==> src/rtl/eq_gain_scheduler.sv <==
// eq_gain_scheduler
// Holds the six equalizer band gains (signed dB), applies UI steps and presets,
// tracks which bands changed, and streams one changed band per cycle to the
// DSP biquad chain while the DSP is between samples.
module eq_gain_scheduler #(
   parameter int GAIN_MAX  = 12,
   parameter int GAIN_MIN  = -12,
   parameter int FRAC_BITS = 8
) (
   input  logic        i_clk,
   input  logic        i_rst,
   input  logic [2:0]  i_band_sel,
   input  logic        i_up,
   input  logic        i_down,
   input  logic        i_preset_load,
   input  logic [1:0]  i_preset_id,
   input  logic        i_sample_start,
   input  logic        i_dsp_done,
   output logic [2:0]  o_set_gain,
   output logic [15:0] o_gain,
   output logic [4:0]  o_sel_gain,
   output logic        o_pending
);

   localparam int NB = 6;
   localparam logic signed [4:0] GMAX = 5'(GAIN_MAX);
   localparam logic signed [4:0] GMIN = 5'(GAIN_MIN);

   typedef enum logic [1:0] {
      S_IDLE  = 2'd0,
      S_WAIT  = 2'd1,
      S_ISSUE = 2'd2
   } state_t;

   // Preset gain for a band index 0..5 (band 1..6).
   function automatic logic signed [4:0] preset_gain(input logic [1:0] id, input int band);
      logic signed [4:0] r;
      r = '0;
      case (id)
         2'd1: case (band)
                  0: r = 5'sd6;
                  1: r = 5'sd4;
                  2: r = 5'sd2;
                  default: r = '0;
               endcase
         2'd2: case (band)
                  3: r = 5'sd2;
                  4: r = 5'sd4;
                  5: r = 5'sd6;
                  default: r = '0;
               endcase
         2'd3: case (band)
                  0: r = 5'sd6;
                  1: r = 5'sd3;
                  4: r = 5'sd3;
                  5: r = 5'sd6;
                  default: r = '0;
               endcase
         default: r = '0;
      endcase
      return r;
   endfunction

   logic signed [4:0] gain_all [NB];
   logic [NB-1:0]     dirty_set;
   logic [NB-1:0]     dirty_q, dirty_d, clr_vec;
   logic              busy_q, busy_d;
   state_t            state_q, state_d;
   logic [2:0]        set_gain_q, set_gain_d;
   logic [15:0]       gain_out_q, gain_out_d;
   logic              pending_q, pending_d;
   logic              write_ok, issue;
   logic              step_up, step_dn;
   logic [2:0]        lo_band;
   logic signed [4:0] lo_gain;
   logic [NB-1:0]     lo_oh;

   // Opposing step requests cancel; a preset overrides any step.
   assign step_up  = i_up & ~i_down & ~i_preset_load;
   assign step_dn  = i_down & ~i_up & ~i_preset_load;
   assign write_ok = ~busy_q & ~i_sample_start;

   genvar gi;
   generate
      for (gi = 0; gi < NB; gi++) begin : g_band
         localparam logic [2:0] BAND = 3'(gi + 1);
         logic signed [4:0] gain_q, gain_d;
         logic              set_bit;

         // Next gain for this band; a saturated step leaves the band clean.
         always_comb begin
            gain_d  = gain_q;
            set_bit = 1'b0;
            if (i_preset_load) begin
               gain_d  = preset_gain(i_preset_id, gi);
               set_bit = 1'b1;
            end else if (i_band_sel == BAND) begin
               if (step_up && (gain_q < GMAX)) begin
                  gain_d  = gain_q + 5'sd1;
                  set_bit = 1'b1;
               end else if (step_dn && (gain_q > GMIN)) begin
                  gain_d  = gain_q - 5'sd1;
                  set_bit = 1'b1;
               end
            end
         end

         // Band gain register.
         always_ff @(posedge i_clk or posedge i_rst) begin
            if (i_rst) gain_q <= '0;
            else       gain_q <= gain_d;
         end

         assign gain_all[gi]  = gain_q;
         assign dirty_set[gi] = set_bit;
      end
   endgenerate

   // Lowest-index dirty band and its current gain.
   always_comb begin
      lo_band = 3'd0;
      lo_gain = '0;
      lo_oh   = '0;
      for (int i = NB - 1; i >= 0; i--) begin
         if (dirty_q[i]) begin
            lo_band  = 3'(i + 1);
            lo_gain  = gain_all[i];
            lo_oh    = '0;
            lo_oh[i] = 1'b1;
         end
      end
   end

   // Sequencer: a write is issued in any state as soon as a band is dirty and the
   // DSP is idle, so a request reaches the DSP two cycles after it is made.
   always_comb begin
      state_d = state_q;
      issue   = 1'b0;
      case (state_q)
         S_IDLE: begin
            if (|dirty_q) begin
               if (write_ok) issue   = 1'b1;
               else          state_d = S_WAIT;
            end
         end
         S_WAIT: begin
            if (!(|dirty_q))  state_d = S_IDLE;
            else if (write_ok) issue  = 1'b1;
         end
         S_ISSUE: begin
            if (!(|dirty_q))    state_d = S_IDLE;
            else if (!write_ok) state_d = S_WAIT;
            else                issue   = 1'b1;
         end
         default: state_d = S_IDLE;
      endcase

      // A new request to the band being written re-marks it (set beats clear).
      clr_vec = issue ? lo_oh : '0;
      dirty_d = (dirty_q & ~clr_vec) | dirty_set;
      if (issue) state_d = (|dirty_d) ? S_ISSUE : S_IDLE;

      set_gain_d = issue ? lo_band : 3'd0;
      gain_out_d = issue ? {{(11 - FRAC_BITS){lo_gain[4]}}, lo_gain, {FRAC_BITS{1'b0}}} : 16'd0;
      pending_d  = |dirty_d;
      busy_d     = i_sample_start ? 1'b1 : (i_dsp_done ? 1'b0 : busy_q);
   end

   // Control and output registers; reset forces a full resync of every band.
   always_ff @(posedge i_clk or posedge i_rst) begin
      if (i_rst) begin
         state_q    <= S_IDLE;
         dirty_q    <= {NB{1'b1}};
         busy_q     <= 1'b0;
         set_gain_q <= 3'd0;
         gain_out_q <= 16'd0;
         pending_q  <= 1'b0;
      end else begin
         state_q    <= state_d;
         dirty_q    <= dirty_d;
         busy_q     <= busy_d;
         set_gain_q <= set_gain_d;
         gain_out_q <= gain_out_d;
         pending_q  <= pending_d;
      end
   end

   // Display gain of the selected band; invalid selections read as 0.
   always_comb begin
      o_sel_gain = 5'd0;
      for (int i = 0; i < NB; i++) begin
         if (i_band_sel == 3'(i + 1)) o_sel_gain = gain_all[i];
      end
   end

   assign o_set_gain = set_gain_q;
   assign o_gain     = gain_out_q;
   assign o_pending  = pending_q;

endmodule

==> config.mk <==
export PLATFORM = sky130hd
export DESIGN_NAME = eq_gain_scheduler
export DESIGN_NICKNAME = d
export VERILOG_FILES = /design/src/rtl/eq_gain_scheduler.sv
export SDC_FILE = /design/constraint.sdc
export NUM_CORES = 1
export LEC_CHECK = 0
export ABC_AREA = 1
export CORE_ASPECT_RATIO = 1.5
export CORE_UTILIZATION = 30
export CTS_CLUSTER_DIAMETER = 80
export DETAILED_ROUTE_END_ITERATION = 10
export PLACE_DENSITY_LB_ADDON = 0.05
export SYNTH_ARGS = -nofsm -noshare
export SYNTH_HDL_FRONTEND = slang
export SYNTH_SLANG_ARGS = --single-unit
==> constraint.sdc <==
create_clock -name i_clk -period 1.7 [get_ports i_clk]
set_input_delay 0.34 -clock i_clk [delete_from_list [all_inputs] [get_ports i_clk]]
set_output_delay 0.34 -clock i_clk [all_outputs]
set_load 0.05 [all_outputs]
* After elaboration in Yosys (flattened, before gate mapping)
Cells that the tools add are included.
Storage, ports and cells: logic and storage cells 193, input bits 12, output and inout port bits 25, flip-flop bits (word level) 59
Cells by class: multiplexer cells 93, bitwise gates (word level) 13, reductions and logical operators 38, $lt $le $gt $ge 12, add/sub/neg operators 12, equal/unequal tests 13
Operators with widths (count):
- $mux 5 | 36
- $mux 6 | 7
- $add 5x2->5 const B | 6
- $gt 5x5->1 const B | 6
- $lt 5x5->1 const B | 6
- $sub 5x2->5 const B | 6
- $mux 1 | 29
- $mux 3 | 9
- $reduce_bool 3->1 | 6
- $mux 16 | 1
- $mux 2 | 8
- $reduce_and 2->1 | 7
- $reduce_bool 2->1 | 7
- $logic_and 1x1->1 | 12
- $pmux 3 s2 | 2
- $reduce_or 6->1 | 2
- $eq 3x3->1 const B | 3
- $and 6x6->6 | 1
- $eq 2x2->1 const B | 3
- $eq 3x2->1 const B | 2
- $ne 3x3->1 const B | 2
- $not 6->6 | 1
- $or 6x6->6 | 1
- $pmux 2 s3 | 1
- other kinds (7) | 17

* Logic depth before layout (Yosys ltp)
depth in word-level cells 13, gate-level depth with buffers 14, depth with buffers taken out 14

* Worst setup path after synthesis
OpenSTA, ideal clock, no wires.
kind register to register, start point reg g_band[1].gain_q[4], end point reg g_band[1].gain_q[4], clock period less this slack 1.856 ns, required time 1.570 ns, library setup time 0.130 ns, path buffers 0, setup slack -0.156 ns, stages on the path, launching flop included 13, data arrival time 1.727 ns, cells stage by stage dfrtp_1 -> inv_1 -> nand3_1 -> nand2_1 -> inv_1 -> fa_1 -> nor2_1 -> o21ai_0 -> and2_1 -> o211ai_1 -> nand2_1 -> nand3_1 -> o21ai_0
On the way: word-level cells in the longest chain between the ends 5, elaborated cells on any way between the ends 12, those cells by class 2 x add/sub; 2 x order compare; 4 x mux; 4 x reduce/logical
Ends and longest elaborated chain:
- start, declared | RTL line 87 | logic signed [4:0] gain_q, gain_d;
- start signal, assigned | RTL line 111 | else gain_q <= gain_d;
- $sub 5x2->5 / $lt 5x5->1 (equally long branches) | RTL line 102, 98
- $mux 5 / $logic_and 1x1->1 (equally long branches) | RTL line 101, 98
- $mux 5 | RTL line 98 | if (step_up && (gain_q < GMAX)) begin
- $mux 5 | RTL line 97 | end else if (i_band_sel == BAND) begin
- $mux 5 | RTL line 94 | if (i_preset_load) begin
Parallel ways exist; a longest one is shown, timed or not. The select of a mux whose other input is x is not followed. A chain may end at the register's enable or synchronous reset.

* Worst setup path after layout
start point reg g_band[1].gain_q[3], end point out o_sel_gain[3]
On the way: word-level cells in the longest chain between the ends 5
Ends and longest elaborated chain:
- $mux 5 (5 in a row) | RTL line 192 | if (i_band_sel == 3'(i + 1)) o_sel_gain = gain_all[i];
- end, declared | RTL line 21 | output logic [4:0] o_sel_gain,
No other way between the ends.

==> results.toml <==
[global_route]
gr-max-usage-layer = "met2"
grt_max_degree = 49
grt_pass1_vias = 3776
grt_pass1_wl_um = 19600
grtUsageMet1_pct = 23.6
grtUsageMet2_pct = 38.2
overflow = 0
globalRouteTotalUtil_pct = 20.6
grt_use_met3_pct = 2.44
antenna_found_initial = 0

[sta]
clock_skew_ps = 5.84
setup_slack_ps = -121
period_needed_ps = 1820
finalSetupViolCount = 7
fmax_mhz = 549
worst_hold_slack_ps = 410
rsz0062_at_grt = "yes"
min_period_over_period_pct = 107
hold_violations = 0
drv_slew = 0
timing.setup.tns_ps = -561

[routing]
wl_per_cell_um = 15.5
drc_errors = 0
viasPerCell = 4.87
drt_iter0_drc = 184
ant_nets = 0
routed_wirelength_um = 12800
drt_first_pass_iters = 6
vias = 3996

[layout]
nets = 706
drive_above_1_share_pct = 43.1
fin_util_pct = 48.9
stdcell_count = 821
n_fill_cell = 1191
layout_common_cells = "142 x buf_4, 94 x nand2_1, 54 x inv_1"
syn_to_final_growth_pct = 57.0
finalInstanceArea_um2 = 5700
antenna-diode-count = 0
final_common_cell = "buf_4"

[place]
post-place-ws_ps = -784
place_area_um2 = 4830
dp_hpwl_um = 9460
placed_cells = 772
routabilityCongestion = 0.888
port-buffer-count = 28

[setup_path]
worstPathRequired_ps = 1360
critPathKind = "reg2out"
end_kind = "primary output"
reg2reg_from = "g_band[1].gain_q[4]$_DFFE_PP0P_"
r2r_setup_slack_ps = -80
r2r_cells = 12
arrival_ps = 1480
crit_fanout = 2
r2r_end = "g_band[1].gain_q[4]$_DFFE_PP0P_"
cp-start-kind = "flop"

[cts]
clk_path_buf_depth = 2
cts_tree = "built"
root_buffer = "clkbuf_16"
htreeDepth = 2
clkTransAtPathRegs_ps = 70
postCtsHoldBufs = 0
cts_buffers = 5
worstSkewPairLatency_ps = 300
clock_sinks = 48

[yosys]
synth_fa_ha_area_share_pct = 9.51
synth_edf_count = 0
synth_warnings = 0
synth_compound_area_share_pct = 18.8
synth_mux_area_share_pct = 0
yosys.cell_types.count = 40
synth_xor_area_share_pct = 2.89
ys_ff_latch = 48
synth-simple-area-share_pct = 23.3
netlist_area_um2 = 3630
synth.avg_cell_area_um2 = 7.21
async_reset_ff_share_pct = 100
synth_top_family_by_area = "simple AND/OR/NAND/NOR gates"
synth_ff_type = "dfrtp_1"
synthesis.instances = 504
yosysSeqAreaShare_pct = 33.3

[power_and_ir_drop]
pwr-share-comb_pct = 51.8
leakage_nw = 2.78
power_density_nw_per_um2 = 919
switching_share_pct = 39.4
seq_power_share_pct = 27.8
p_switching_mw = 2.07
p_clk_share_pct = 20.4
peakVddDrop_mv = 0.577
p_int_mw = 3.17
p_total_mw = 5.24

[job]
drv_cap = 0

[floorplan]
floorplan.initialDensity_pct = 31.2
core-area_um2 = 11700
io_pins = 37
rows = 48
die_h_um = 137
die_w_um = 91.8
dieArea_um2 = 12600

[min_path]
hp-class = "in2async"

[status]
outcome = "finished, violations left"
violations = "negative setup slack"
## final cells by class
cell class	count	area (um^2)	area share, %
timing repair inverter	1	6.26	0.110
clock inverter	2	13.8	0.241
multi-input combinational	361	2390	42.0
clock buffer	6	139	2.44
inverter	83	330	5.79
sequential	48	1210	21.2
timing repair buffer	170	1420	24.9
tap	150	188	3.29
## power groups by stage
stage | combinational (mW) | clock [mW] | sequential, mW
floorplan | 1.22 | 0 | 1.51
detailed placement | 2.22 | 0 | 1.45
global placement | 2.20 | 0 | 1.45
global route | 2.96 | 1.14 | 1.48
CTS | 2.49 | 1.10 | 1.45
finish | 2.71 | 1.07 | 1.46
## flip-flops by register name (all words and copies together), names as in the netlist
register	flops
g_band.gain_q	30
dirty_q	6
o_gain	5
o_set_gain	3
state_q	2
busy_q	1
o_pending	1
## critical path, cell delays in order (launching register included)
cell and delay (ps):
dfrtp_1 400, buf_6 140, nand2_4 50, o21ai_2 60, a21oi_2 160, o2111ai_2 180
buf_12 200
## layer usage
metal / vias to the layer above / wire (um)
met3: 29 / 387
met4: 0 / 436
li1: 1966 / -
met2: 87 / 6840
met1: 1914 / 5090
met5: - / 0
## Yosys cell counts, types with 2 or more instances
cell type  number  area share (%)
nand2_1       108              11
inv_1          81             8.4
nor2_1         48             5.0
o21ai_0        47             6.5
a21oi_1        43             5.9
dfrtp_1        42              29
nand3_1        19             2.6
ha_1           18             6.2
buf_4          12             2.5
o22ai_1        12             2.1
xor2_1          9             2.2
dfstp_2         6             4.3
fa_1            6             3.3
buf_2           5            0.69
o2111ai_1       5             1.2
nand4_1         4            0.69
nor2_2          4            0.69
nor3_1          4            0.55
a221oi_1        3            0.72
nand2_4         3            0.93
o31ai_1         3            0.62
xnor2_1         3            0.72
o221ai_1        2            0.48
## worst max-delay path by stage
| stage | depth (start not counted) | start | end | slack (ps) |
|---|---|---|---|---|
| after floorplan | 3 | i_band_sel[0] | o_sel_gain[0] | -60 |
| final | 6 | g_band[1].gain_q[3]$_DFFE_PP0P_ | o_sel_gain[3] | -120 |
| after global routing | 6 | g_band[1].gain_q[3]$_DFFE_PP0P_ | o_sel_gain[3] | -180 |
| after CTS | 12 | g_band[1].gain_q[4]$_DFFE_PP0P_ | g_band[1].gain_q[4]$_DFFE_PP0P_ | -110 |
| after global placement | 12 | i_down | g_band[2].gain_q[4]$_DFFE_PP0P_ | -710 |
| after detailed placement | 14 | i_down | g_band[1].gain_q[4]$_DFFE_PP0P_ | -780 |
## cell families (layout without fill, tap and decap cells)
family	count (synthesis)	in the layout
and+or+nand+nor	196	196
AOI/OAI and AO/OA	121	121
buffers and inverters	102	262
DFF	48	48
adders and majority gates	24	24
xor gates and xnor gates	12	12
other	1	8
## repair_timing
action / 4_1_cts / 5_1_grt
setup buffers: 17 / 23
gates cloned: 1 / 0
gates resized for setup: 92 / 60
setup endpoints to repair: 37 / 25
pin swaps: 29 / 50
(Power assumes the default switching activity.)
